===== config.mk =====
export PLATFORM = sky130hd
export DESIGN_NAME = dpram_port_arbiter
export DESIGN_NICKNAME = d
export VERILOG_FILES = /design/src/rtl/dpram_pkg.sv /design/src/rtl/rr_pick2.sv /design/src/rtl/dpram_port_arbiter.sv
export SDC_FILE = /design/constraint.sdc
export NUM_CORES = 1
export LEC_CHECK = 0
export CAP_MARGIN = 10
export CORE_UTILIZATION = 23
export DETAILED_ROUTE_END_ITERATION = 12
export GPL_TIMING_DRIVEN = 0
export PLACE_DENSITY = 0.87
export SLEW_MARGIN = 20
export SYNTH_ARGS = -nofsm -noshare
export SYNTH_HDL_FRONTEND = slang
export SYNTH_HIERARCHICAL = 1
export SYNTH_SLANG_ARGS = --single-unit

===== constraint.sdc =====
create_clock -name clk -period 3.4 [get_ports clk]
set_clock_uncertainty 0.1 [all_clocks]
set_input_delay 0.68 -clock clk [delete_from_list [all_inputs] [get_ports clk]]
set_output_delay 0.68 -clock clk [all_outputs]
set_load 0.01 [all_outputs]

===== src/rtl/dpram_pkg.sv =====
// ============================================================================
// dpram_pkg: shared types and constants for the dual-port board RAM blocks.
// Rev 1.0
// ============================================================================
`default_nettype none

package dpram_pkg;

  localparam int unsigned ADDR_W_DEF = 10;
  localparam int unsigned DATA_W_DEF = 16;

  typedef enum logic [1:0] {
    ARB_IDLE = 2'd0,
    ARB_OWN0 = 2'd1,
    ARB_OWN1 = 2'd2
  } arb_state_e;

  localparam int unsigned REQ0 = 0;
  localparam int unsigned REQ1 = 1;

endpackage

`default_nettype wire


===== src/rtl/rr_pick2.sv =====
// ============================================================================
// rr_pick2: combinational two-way round-robin picker (onehot grant).
// Rev 1.0
// ============================================================================
`default_nettype none

module rr_pick2 (
  input  logic [1:0] req,
  input  logic       last_served,
  output logic [1:0] gnt
);

  always_comb begin
    gnt = 2'b00;
    case (req)
      2'b01:   gnt = 2'b01;
      2'b10:   gnt = 2'b10;
      2'b11:   gnt = last_served ? 2'b01 : 2'b10;
      default: gnt = 2'b00;
    endcase
  end

endmodule

`default_nettype wire


===== src/rtl/dpram_port_arbiter.sv =====
// ============================================================================
// dpram_port_arbiter: round-robin sharing of RAM port A between two requesters,
// with a bounded lock for RMW pairs when DPRAM_ARB_LOCK_EN is defined.
// Rev 1.0
// ============================================================================
`default_nettype none

module dpram_port_arbiter
  import dpram_pkg::*;
#(
  parameter int unsigned ADDR_W   = ADDR_W_DEF,
  parameter int unsigned DATA_W   = DATA_W_DEF,
  parameter int unsigned LOCK_MAX = 4
) (
  input  logic              clk,
  input  logic              reset,
  input  logic              req0,
  input  logic              req1,
  input  logic              lock0,
  input  logic              lock1,
  input  logic [ADDR_W-1:0] addr0,
  input  logic [ADDR_W-1:0] addr1,
  input  logic [DATA_W-1:0] din0,
  input  logic [DATA_W-1:0] din1,
  input  logic              wen0,
  input  logic              wen1,
  output logic              gnt0,
  output logic              gnt1,
  output logic              rvalid0,
  output logic              rvalid1,
  output logic [DATA_W-1:0] rdata0,
  output logic [DATA_W-1:0] rdata1,
  output logic [ADDR_W-1:0] addr_a,
  output logic [DATA_W-1:0] din_a,
  output logic              wen_a,
  input  logic [DATA_W-1:0] dout_a
);

  arb_state_e r_state;
  arb_state_e w_state_nxt;
  logic       r_last;
  logic       r_rvalid0;
  logic       r_rvalid1;
  logic [1:0] w_pick;
  logic [1:0] w_gnt;

  rr_pick2 u_pick (
    .req         ({req1, req0}),
    .last_served (r_last),
    .gnt         (w_pick)
  );

  // An owner keeps the port only while it keeps requesting; reset blocks all grants.
  always_comb begin
    w_gnt = 2'b00;
    if (!reset) begin
      if (r_state == ARB_OWN0 && req0)      w_gnt = 2'b01;
      else if (r_state == ARB_OWN1 && req1) w_gnt = 2'b10;
      else                                  w_gnt = w_pick;
    end
  end

  assign gnt0   = w_gnt[REQ0];
  assign gnt1   = w_gnt[REQ1];
  assign addr_a = w_gnt[REQ1] ? addr1 : addr0;
  assign din_a  = w_gnt[REQ1] ? din1  : din0;
  assign wen_a  = (w_gnt[REQ0] & wen0) | (w_gnt[REQ1] & wen1);

  assign rvalid0 = r_rvalid0;
  assign rvalid1 = r_rvalid1;
  assign rdata0  = dout_a;
  assign rdata1  = dout_a;

`ifdef DPRAM_ARB_LOCK_EN
  localparam int unsigned          c_cnt_w    = $clog2(LOCK_MAX + 1);
  localparam logic [c_cnt_w:0]     c_lock_lim = (c_cnt_w + 1)'(LOCK_MAX);

  logic [c_cnt_w-1:0] r_lock_cnt;
  logic [c_cnt_w-1:0] w_lock_cnt_nxt;
  logic [c_cnt_w:0]   w_cnt_inc;

  assign w_cnt_inc = {1'b0, r_lock_cnt} + {{c_cnt_w{1'b0}}, 1'b1};

  always_comb begin
    w_state_nxt    = ARB_IDLE;
    w_lock_cnt_nxt = '0;
    if (w_cnt_inc < c_lock_lim) begin
      if (w_gnt[REQ0] && lock0) begin
        w_state_nxt    = ARB_OWN0;
        w_lock_cnt_nxt = w_cnt_inc[c_cnt_w-1:0];
      end else if (w_gnt[REQ1] && lock1) begin
        w_state_nxt    = ARB_OWN1;
        w_lock_cnt_nxt = w_cnt_inc[c_cnt_w-1:0];
      end
    end
  end

  always_ff @(posedge clk) begin
    if (reset) r_lock_cnt <= '0;
    else       r_lock_cnt <= w_lock_cnt_nxt;
  end
`else
  localparam int unsigned c_lock_max_unused = LOCK_MAX;
  logic w_lock_unused;

  assign w_lock_unused = lock0 ^ lock1;
  assign w_state_nxt   = ARB_IDLE;
`endif

  always_ff @(posedge clk) begin
    if (reset) begin
      r_state   <= ARB_IDLE;
      r_last    <= 1'(REQ1);
      r_rvalid0 <= 1'b0;
      r_rvalid1 <= 1'b0;
    end else begin
      r_state <= w_state_nxt;
      if (w_gnt[REQ0])      r_last <= 1'(REQ0);
      else if (w_gnt[REQ1]) r_last <= 1'(REQ1);
      r_rvalid0 <= w_gnt[REQ0] & ~wen0;
      r_rvalid1 <= w_gnt[REQ1] & ~wen1;
    end
  end

endmodule

`default_nettype wire


==> results list <==
- Dividing the final minimum period by the clock period gives 98.2%.
- The first TritonRoute pass finished after 2 iterations.
- Die span in x: 60.5 µm
- For the worst setup path, the data arrival time is 2560 ps.
- In this run the tool buffered the top-level ports with 120 buffer cells.
* Clock-pin slew reported for the worst setup and hold paths after clock tree synthesis: 40 ps
* Post-synthesis average cell area: 10.4 µm²
- 0 antenna diodes ended up in the layout.
- Once the floorplan was initialized, standard cells occupied 25.0% of the core.
- Total routing usage reported by global routing: 13.5%
- Most frequent cell after synthesis: sky130_fd_sc_hd__buf_4
- The tree built by TritonCTS fans out to 3 sinks.
* DP HPWL: 2460 µm
- STA classifies the critical path endpoint as an output pin.
- Area of the core: 3150 µm²
* Required time of the critical path: 2620 ps
- # DRC: 0
* Final std cell area, no fill: 2090 µm²
- Power density relative to cell area: 180 nW/µm²
- For this run, asynchronously set or reset flops after synthesis account for 0%.
- Sorting the synthesized cells by area gives the leading types as sky130_fd_sc_hd__mux2_4 34%, sky130_fd_sc_hd__buf_4 30%, sky130_fd_sc_hd__mux2_2 11%.
- Yosys top cell area share: 34.3%
- The number of hold buffers added after CTS was 0.
- Setup violations remaining at the end of the flow were counted as 0.
- The number of nets in the synthesized netlist is 152.
- Yosys printed 6 warnings.
- Entering global routing, the biggest net connects 11 pins.
- The completed layout was analyzed and its total power is 0.376 mW.
- Number of failing hold endpoints at the final stage: 0
- Insertion delay of the later-clocked pin in the worst-skew pair: 240 ps
* Clock tree from TritonCTS: done
* Initial detailed-routing violation count: 19
* Total negative slack: 0 ps
* CP Launch Type: input pin
- The initial antenna violation count is 0.
- Class of the tightest hold or removal check: flip-flop to flip-flop
- The critical path is of the input pin to output pin type.
- Counting along the longest clock path gives a buffer depth of 2.
- Max-slew headroom: 85.4%
* FF+latch count, synth: 3
- Cell variety after synth: 15
* Filler instances: 287
- For the worst flop-to-flop path, the logic depth is 5.
* Worst ir drop on vdd: 186 µV
- Setup repair after global routing missed its margin: false
* Total leakage power: 0.947 nW
- Summing every instance area after synthesis gives 788 µm².
- The number of pins exceeding their max-slew limit in the final report was 0.
* Final wirelength: 2790 µm
* GP Congestion: 0.699
- After layout, the minimum clock period comes to 3340 ps.
- Cell row count: 20
- Upper clock frequency limit: 299 MHz
- Sequential-to-total area share from yosys stat: 7.62%
* Antenna-violating nets left: 0
* Worst-Margin Slew: 218 ps
- In the final routed layout, each cell accounts on average for 11.4 µm.
- The largest total area in the synthesized netlist belongs to sky130_fd_sc_hd__mux2_4.
- In this run the cell area measured after placement is 2040 µm².
* Top cells by count, synth: 32 x sky130_fd_sc_hd__buf_4, 18 x sky130_fd_sc_hd__mux2_4, 8 x sky130_fd_sc_hd__mux2_2
- Synthesized netlist cell count: 76
- Die Footprint: 3670 µm²
- The number of global-route vias before repair was 855.
- Number of H-tree branching levels: 1
- I/O pins: 139
* Clock buffer count from CTS: 3
* DR vias: 985
* Synth-to-layout area growth: 165%
* Nets: 278
- Cells with a size suffix above 1 make up 33.3% of the layout.
- In the final layout, the multi-input gates occupy 440 µm².
- Dominant register cell in the synthesized netlist: sky130_fd_sc_hd__dfxtp_1
- Global-route wire length before repair: 3610 µm
- Run status: completed
* Floorplan die height: 60.5 µm
- Max capacitance violation total: 0
- After detailed routing, the number of vias per cell comes to 4.02.
- CTS root buffer: sky130_fd_sc_hd__clkbuf_4
- Total grt overflow: 0
* Worst-case hold slack: 464 ps
- Counting instances, the worst hold path has a depth of 2.
* Number of flops mapped to enable cells by yosys: 0
- Critical-path maximum fanout: 10
* Area taken by flip-flops and latches: 60.1 µm²
## path summary, 6_finish.rpt
check                                 to  slack, ps   start
worst max-delay path            din_a[8]         60    req1
worst min-delay path              r_last        460  r_last
worst max register to register   rvalid1       2250  r_last
worst min register to register    r_last        460  r_last
## worst max-delay path, stage by stage
cell	delay, ps
sky130_fd_sc_hd__clkdlybuf4s50_1	510
sky130_fd_sc_hd__a21boi_4	230
sky130_fd_sc_hd__nand2b_4	60
sky130_fd_sc_hd__buf_6	140
sky130_fd_sc_hd__buf_12	150
sky130_fd_sc_hd__mux2_4	290
sky130_fd_sc_hd__clkdlybuf4s50_1	500
## sequential cells by signal, indices dropped and copies added, names as in the netlist
| register | cells |
|---|---|
| rvalid0 | 1 |
| rvalid1 | 1 |
| r_last | 1 |
## routing by layer
metal	GRT usage, %	vias to the layer above	share of wire, %
met3	2.99	6	9.5
met4	6.82	0	1.7
met1	11.8	443	30
met2	27.9	64	59
li1	-	472	-
met5	0	-	0
## metrics by stage
step / setup slack [ps] / std cells / utilization [%]
floorplan: 872 / 76 / -
global route: 5.78 / 245 / 66.3
detailed placement: -151 / 240 / 64.8
CTS: 62.2 / 244 / 65.8
global placement: -159 / 240 / 64.8
finish: 60.4 / 245 / 66.3
## kinds of logic after synthesis
| logic type | after synthesis | synth area share, % |
|---|---|---|
| AO/OA/AOI/OAI | 4 | 3.81 |
| buffers and inverters | 37 | 37.9 |
| flip-flops | 3 | 7.62 |
| multiplexers | 26 | 45.7 |
| AND/OR/NAND/NOR | 6 | 4.92 |
## where the power goes
group / internal (mW) / switching, mW / total, mW
Combinational: 0.199 / 0.0742 / 0.273
Clock: 0.0441 / 0.0205 / 0.0647
Sequential: 0.0372 / 0.00151 / 0.0387
Total: 0.280 / 0.0962 / 0.376
## repair_timing
item                                    in CTS  in global routing
setup buffers                                0                  1
endpoints found under the setup margin      18                 18
resized for setup                            2                  1
## area by class of cell
| type | instances | share of cell area [%] |
|---|---|---|
| buffer | 35 | 14.0 |
| clock buffer | 4 | 1.26 |
| multi-input combinational | 36 | 21.1 |
| inverter | 2 | 0.359 |
| timing repair buffer | 121 | 57.8 |
| tap | 44 | 2.63 |
| sequential | 3 | 2.87 |
## layout by cell type (no fill, tap or decap)
cell                              count
sky130_fd_sc_hd__buf_12               2
sky130_fd_sc_hd__a22oi_1              1
sky130_fd_sc_hd__o21bai_1             1
sky130_fd_sc_hd__inv_1                2
sky130_fd_sc_hd__a21boi_1             1
sky130_fd_sc_hd__dfxtp_1              3
sky130_fd_sc_hd__clkbuf_4             3
sky130_fd_sc_hd__mux2_4              18
sky130_fd_sc_hd__buf_6                1
sky130_fd_sc_hd__nor2b_1              1
sky130_fd_sc_hd__clkdlybuf4s50_1    120
sky130_fd_sc_hd__and2b_1              1
sky130_fd_sc_hd__nor2_1               3
sky130_fd_sc_hd__clkbuf_1             1
sky130_fd_sc_hd__mux2_2               8
sky130_fd_sc_hd__buf_4               33
sky130_fd_sc_hd__a21boi_4             1
sky130_fd_sc_hd__nand2b_4             1
No activity file was read; power rests on OpenSTA's default activity.
